File: config.mk
export PLATFORM = sky130hd
export DESIGN_NAME = fpga_cfg_loader
export DESIGN_NICKNAME = d
export VERILOG_FILES = /design/src/rtl/fpga_cfg_loader.sv
export SDC_FILE = /design/constraint.sdc
export NUM_CORES = 1
export LEC_CHECK = 0
export BUFFER_PORTS_ARGS = -buffer_cell sky130_fd_sc_hd__buf_2
export CAP_MARGIN = 20
export CORE_AREA = 4 4 192 194
export DETAILED_ROUTE_END_ITERATION = 8
export DIE_AREA = 0 0 196 198
export PLACE_DENSITY_LB_ADDON = 0.15
export SETUP_SLACK_MARGIN = 0.5
export SLEW_MARGIN = 20
export SYNTH_ARGS = -nofsm -noshare
export SYNTH_HDL_FRONTEND = slang
export SYNTH_SLANG_ARGS = --single-unit
File: constraint.sdc
create_clock -name clock -period 4.44 [get_ports clock]
set_clock_uncertainty 0.15 [all_clocks]
set_input_delay 0.888 -clock clock [delete_from_list [all_inputs] [get_ports clock]]
set_output_delay 0.888 -clock clock [all_outputs]
set_load 0.005 [all_outputs]
File: src/rtl/fpga_cfg_loader.sv
// Bitstream loader for the fpga fabric: streams config words into tiles
// one at a time, then sequences ff_en and rdy after programmable settles.
module fpga_cfg_loader #(
  parameter int CFG_W       = 224,
  parameter int NUM_TILES   = 43,
  parameter int PRE_CYCLES  = 10,
  parameter int POST_CYCLES = 10,
  parameter int RDY_DELAY   = 10
) (
  input  logic                 clock,
  input  logic                 rst,
  input  logic                 start,
  input  logic                 abort,
  input  logic                 cfg_valid,
  input  logic [CFG_W-1:0]     cfg_data,
  output logic                 cfg_ready,
  output logic [CFG_W-1:0]     configs_in,
  output logic [NUM_TILES-1:0] configs_en,
  output logic                 ff_en,
  output logic                 rdy,
  output logic                 busy,
  output logic                 err
);

  localparam int MAX_A = (PRE_CYCLES > POST_CYCLES) ? PRE_CYCLES : POST_CYCLES;
  localparam int MAX_D = (MAX_A > RDY_DELAY) ? MAX_A : RDY_DELAY;
  localparam int CNT_W = (MAX_D > 1) ? $clog2(MAX_D) : 1;
  localparam int IDX_W = (NUM_TILES > 0) ? $clog2(NUM_TILES + 1) : 1;

  localparam logic [CNT_W-1:0] PRE_LD  = CNT_W'(PRE_CYCLES - 1);
  localparam logic [CNT_W-1:0] POST_LD = CNT_W'(POST_CYCLES - 1);
  localparam logic [CNT_W-1:0] RDY_LD  = CNT_W'(RDY_DELAY - 1);
  localparam logic [IDX_W-1:0] LAST    = IDX_W'(NUM_TILES - 1);

  localparam logic [2:0] S_IDLE = 3'd0;
  localparam logic [2:0] S_PRE  = 3'd1;
  localparam logic [2:0] S_LOAD = 3'd2;
  localparam logic [2:0] S_HOLD = 3'd3;
  localparam logic [2:0] S_POST = 3'd4;
  localparam logic [2:0] S_ARM  = 3'd5;
  localparam logic [2:0] S_DONE = 3'd6;

  logic [2:0]       state;
  logic [CNT_W-1:0] cnt;
  logic [IDX_W-1:0] idx;
  logic             cnt_zero;

  assign cnt_zero  = (cnt == '0);
  assign cfg_ready = (state == S_LOAD);
  assign busy      = (state == S_PRE)  || (state == S_LOAD) ||
                     (state == S_HOLD) || (state == S_POST) ||
                     (state == S_ARM);

  // Load sequencer: walks the one-hot enable, then times ff_en and rdy.
  always_ff @(posedge clock) begin
    if (rst) begin
      state      <= S_IDLE;
      cnt        <= '0;
      idx        <= '0;
      configs_in <= '0;
      configs_en <= '0;
      ff_en      <= 1'b0;
      rdy        <= 1'b0;
      err        <= 1'b0;
    end else if (abort) begin
      state      <= S_IDLE;
      configs_en <= '0;
      ff_en      <= 1'b0;
      rdy        <= 1'b0;
    end else begin
      if (start && busy)
        err <= 1'b1;
      unique case (state)
        S_IDLE, S_DONE: begin
          if (start) begin
            state <= S_PRE;
            cnt   <= PRE_LD;
            idx   <= '0;
            ff_en <= 1'b0;
            rdy   <= 1'b0;
            err   <= 1'b0;
          end
        end
        S_PRE: begin
          if (cnt_zero) begin
            configs_en <= NUM_TILES'(1);
            state      <= S_LOAD;
          end else begin
            cnt <= cnt - 1'b1;
          end
        end
        S_LOAD: begin
          if (cfg_valid) begin
            configs_in <= cfg_data;
            state      <= S_HOLD;
          end
        end
        S_HOLD: begin
          configs_en <= configs_en << 1;
          idx        <= idx + 1'b1;
          if (idx == LAST) begin
            state <= S_POST;
            cnt   <= POST_LD;
          end else begin
            state <= S_LOAD;
          end
        end
        S_POST: begin
          if (cnt_zero) begin
            ff_en <= 1'b1;
            state <= S_ARM;
            cnt   <= RDY_LD;
          end else begin
            cnt <= cnt - 1'b1;
          end
        end
        S_ARM: begin
          if (cnt_zero) begin
            rdy   <= 1'b1;
            state <= S_DONE;
          end else begin
            cnt <= cnt - 1'b1;
          end
        end
        default: state <= S_IDLE;
      endcase
    end
  end

endmodule

# Word level (Yosys, flattened, before mapping)
# Index checks and enable logic that the tools add are counted.
dict set report op_classes {
  n_addsub 2
  n_mul 0
  n_div 0
  n_lt_le_gt_ge 0
  n_eq_ne 14
  shift 0
  n_mux 23
  bitwise 1
  reduce_logical 22
}
# operator count
set ops {}
lappend ops {{$pmux 43 s2} 1}
lappend ops {{$mux 43} 1}
lappend ops {{$mux 3} 6}
lappend ops {{$pmux 3 s6} 1}
lappend ops {{$mux 4} 4}
lappend ops {{$pmux 4 s4} 1}
lappend ops {{$ne 2x2->1 const B} 6}
lappend ops {{$pmux 6 s2} 1}
lappend ops {{$reduce_and 3->1} 4}
lappend ops {{$reduce_and 5->1} 2}
lappend ops {{$eq 3x3->1 const B} 3}
lappend ops {{$reduce_bool 2->1} 4}
lappend ops {{$add 6x1->6 const B} 1}
lappend ops {{$eq 3x2->1 const B} 2}
lappend ops {{$eq 6x6->1 const B} 1}
lappend ops {{$mux 6} 1}
lappend ops {{$reduce_or 2->1} 3}
lappend ops {{$mux 1} 5}
lappend ops {{$logic_not 4->1} 1}
lappend ops {{$logic_or 1x1->1} 4}
lappend ops {{$pmux 1 s2} 2}
lappend ops {{$reduce_bool 4->1} 1}
lappend ops {{$sub 4x1->4 const B} 1}
lappend ops {{$eq 3x1->1 const B} 1}
lappend ops {{5 further kinds} 5}
dict set report totals {
  reg_bits 283
  latchBits 0
  ramBits 0
  mem_bits_ro 0
  wordCells 70
  memories 0
}

# Depth between registers and ports, before layout
dict set report logic_depth {
  word_depth 9
  mapped_depth 7
  ltp_nobuf 6
}

# Worst setup path before layout
# No wires, ideal clock.
dict set report synth_path {
  path_kind {input port to flip-flop}
  start {in abort}
  end {reg configs_in[100]}
  t_arrival_ns 1.951
  path_slack_ns 2.207
  stages 6
  n_path_buf 3
  cell_sequence {or4b_1 buf_2 buf_6 buf_2 nand2_1 a21oi_1}
}
dict set report synth_via {
  elab_chain_len 2
}
# item line_no
set synth_lines {}
lappend synth_lines {{start, declared} 13} ;# input logic abort,
lappend synth_lines {{$not 1->1 (no source line)} n/a}
lappend synth_lines {{$reduce_and 3->1 (no source line)} n/a}
lappend synth_lines {{end signal, assigned} 94} ;# configs_in <= cfg_data;
lappend synth_lines {{end, declared} 17} ;# output logic [CFG_W-1:0] configs_in,
# No other way between the ends.
# A chain may end at the register's enable or synchronous reset.

# Final worst setup path
dict set report layout_path {
  start {reg state[1]}
  end {reg configs_in[155]}
}
dict set report layout_via {
  elab_chain_len 2
}
# item line_no
set layout_lines {}
lappend layout_lines {{start, declared} 43} ;# logic [2:0] state;
lappend layout_lines {{start signal, assigned} 57} ;# state <= S_IDLE;
lappend layout_lines {{start signal, assigned} 66} ;# state <= S_IDLE;
lappend layout_lines {{start signal, assigned} 76} ;# state <= S_PRE;
lappend layout_lines {{$eq 3x2->1} 73} ;# unique case (state)
lappend layout_lines {{$reduce_and 3->1 (no source line)} n/a}
# No other way between the ends.

==> results.cfg <==
[status]
outcome = complete, no violations

[setup_path]
r2r_start = state[1]
crit_fanout = 101
r2r_slack_ns = 1.69
criticalPathCategory = register to register
critPathSlowestCell = or4b_4
r2r-end = configs_in[155]
rr_worst_depth = 5
crit_path_cell_trace = nand2b_1 > or4b_4 > buf_12 > nand2_1 > a21oi_1
cp.arrival_ns = 3.01
critical_path.max_stage_delay_ns = 0.90
end_kind = register
worst_setup_path_start_kind = register
crit_required_ns = 4.70
worstSetupStartpoint = state[1]
endpoint = configs_in[155]

[cts]
numCtsBuffers = 31
post_cts_buffers = 0
htreeDepth = 1
holdBufCountCts = 0
cts_resized = 0
clk_pin_slew_ns = 0.06
cts_buffer_depth = 3
clkLatencyLatePin_ns = 0.56
cts_sinks = 283
cts_tree = built
cts_root_buf = clkbuf_16

[power]
p_leak_nw = 5.98
power_density_nw_per_um2 = 381
peakVddDrop_mv = 0.296

[synthesis]
synth_seq_area_share_pct = 56.3
synth-edff-count = 0
synth-seq-cells = 283
synth-main-ff-cell = dfxtp_1
syn_area_sq_um = 10100
synth_top_area_share_pct = 56.3
syn_nets = 1470
async_flop_share_pct = 0
avgSynthCellArea_sq_um = 8.12
yosys_warnings = 0
synth_cell_types = 43
synth.cells.most_frequent = nand2_1, dfxtp_1, a21oi_1, clkbuf_1, nor2_1
synth_top_cell_by_area = dfxtp_1
yosysMostFrequentCell = nand2_1
synth.area.top_cells = dfxtp_1, nand2_1, a21oi_1
syn_inst = 1238

[global_routing]
antenna_found_initial = 5
grt.overflow.total = 0
grt_pass1_vias = 9103
grt_usage_pct = 15.8
grt_max_degree = 137
grt_pass1_wl_mm = 50.7

[timing]
worstMarginPinSlew_ns = 0.752
finalSetupTns_ns = 0
timing.fmax_ghz = 0.363
finalCritPeriodShare_pct = 62.0
final-hold-violation-count = 0
setup_slack_ns = 1.69
relSlewSlack_pct = 49.9
min_period_ns = 2.75
slew_violations = 0
setup_viol = 0
rsz0062_at_grt = false

[route]
drt_iter0_markers = 446
vias = 9827
wl_per_cell_microns = 15.6
dr.pass1.iters = 5
finalWirelength_mm = 33.8
via_per_inst = 4.53
ant_nets = 0
drc = 0

[place]
place_congestion = 0.808
dp_hpwl_mm = 23.4
portBuffers = 500
placed_cells = 2113
pre_cts_ws_ns = 1.51

[final_layout]
fillers = 3743
fin_nets = 1917
stdcell_count = 2171
drive_above_1_share_pct = 32.7
area.growth.synth_to_final_pct = 37.1

[floorplan]
fp.dieArea_sq_um = 38800
core.rowCount = 69
die_x_microns = 196
io_pins = 501
core_area_sq_um = 35200
die_h_microns = 198
initial_core_util_pct = 28.5

[hold_path]
min_path_type = register to register
min-delay-start = configs_in[129]

[run]
drv_cap = 0
[stage by stage]
step           hold WS (ns)  instance area [sq um]  power [mW]  utilization [%]
2_1_floorplan         0.301                  10100        2.70                -
3_3_place_gp          0.288                  12800        2.84             36.3
3_5_place_dp          0.293                  12800        2.84             36.3
4_1_cts               0.301                  13800        5.35             39.1
5_1_grt               0.313                  13800        5.47             39.1
6_report              0.297                  13800        5.25             39.1
[layer usage]
| layer | vias up | GRT usage, % | routed length (microns) |
|---|---|---|---|
| li1 | 4969 | - | - |
| met1 | 4462 | 19.2 | 13600 |
| met2 | 334 | 27.1 | 16400 |
| met3 | 60 | 5.04 | 2810 |
| met4 | 2 | 4.55 | 956 |
| met5 | - | 0 | 17 |
[layout make-up]
class / instances / area (sq um) / area share [%]
Sequential cell: 283 / 5670 / 41.1
Clock inverter: 5 / 53.8 / 0.390
Timing Repair Buffer: 509 / 2640 / 19.1
Tap cell: 461 / 577 / 4.19
Inverter: 8 / 30.0 / 0.218
Multi-Input combinational cell: 852 / 3890 / 28.2
Antenna cell: 4 / 10.0 / 0.0726
Clock buffer: 49 / 913 / 6.63
[power by group]
part / switching [mW] / internal, mW / leakage, nW
Combinational: 0.122 / 0.103 / 3.22
Sequential: 0.00937 / 2.55 / 2.28
Clock: 1.01 / 1.45 / 0.476
[placed cells by master, fill, tap and decap left out, types with 2 or more instances in the layout]
cell type	n
buf_2	499
nand2_1	457
dfxtp_1	283
a21oi_1	237
nor2_1	49
a22oi_1	42
clkbuf_16	31
clkbuf_1	11
inv_1	8
o21ai_0	8
clkbuf_8	7
nor2b_1	6
nand3_1	6
buf_12	5
diode_2	4
nor3_1	4
a31oi_1	4
buf_4	4
a21o_1	3
ha_1	3
clkinv_2	3
nand2b_1	2
a211oi_1	2
o31ai_1	2
or4_1	2
a21boi_0	2
and4_1	2
[how the worst min path moves through the flow]
stage                      end  slack (ns)  cells past startpoint
3_3_place_gp    configs_in[94]        0.29                      2
5_1_grt        configs_in[120]        0.31                      2
4_1_cts        configs_in[135]        0.30                      2
6_report       configs_in[129]        0.30                      2
3_5_place_dp   configs_in[135]        0.29                      2
2_1_floorplan           cnt[1]        0.30                      2
[state kept, by name, indices dropped and copies added, names as in the netlist]
name	cells
configs_en	43
err	1
state	3
rdy	1
configs_in	224
ff_en	1
cnt	4
idx	6
[worst max-delay path, delay by kind of cell, from the launching register on]
kind,cells,cell delay [ns]
flip-flops,1,0.64
AO/OA/AOI/OAI,1,0.07
buffers and inverters,1,0.33
AND/OR/NAND/NOR,3,1.29
[cell families (layout without fill, tap and decap cells)]
| family | Yosys count | count (layout) | share of synthesized area (%) |
|---|---|---|---|
| AO/OA/AOI/OAI | 308 | 308 | 16.9 |
| XOR/XNOR | 1 | 1 | 0.0871 |
| adder cells (fa/ha/maj) | 3 | 3 | 0.373 |
| buffers and inverters | 103 | 571 | 5.08 |
| flip-flops | 283 | 283 | 56.3 |
| multiplexers | 1 | 1 | 0.0996 |
| other | 0 | 4 | 0 |
| AND/OR/NAND/NOR | 539 | 539 | 21.1 |
No activity file was read; power rests on OpenSTA's default activity.
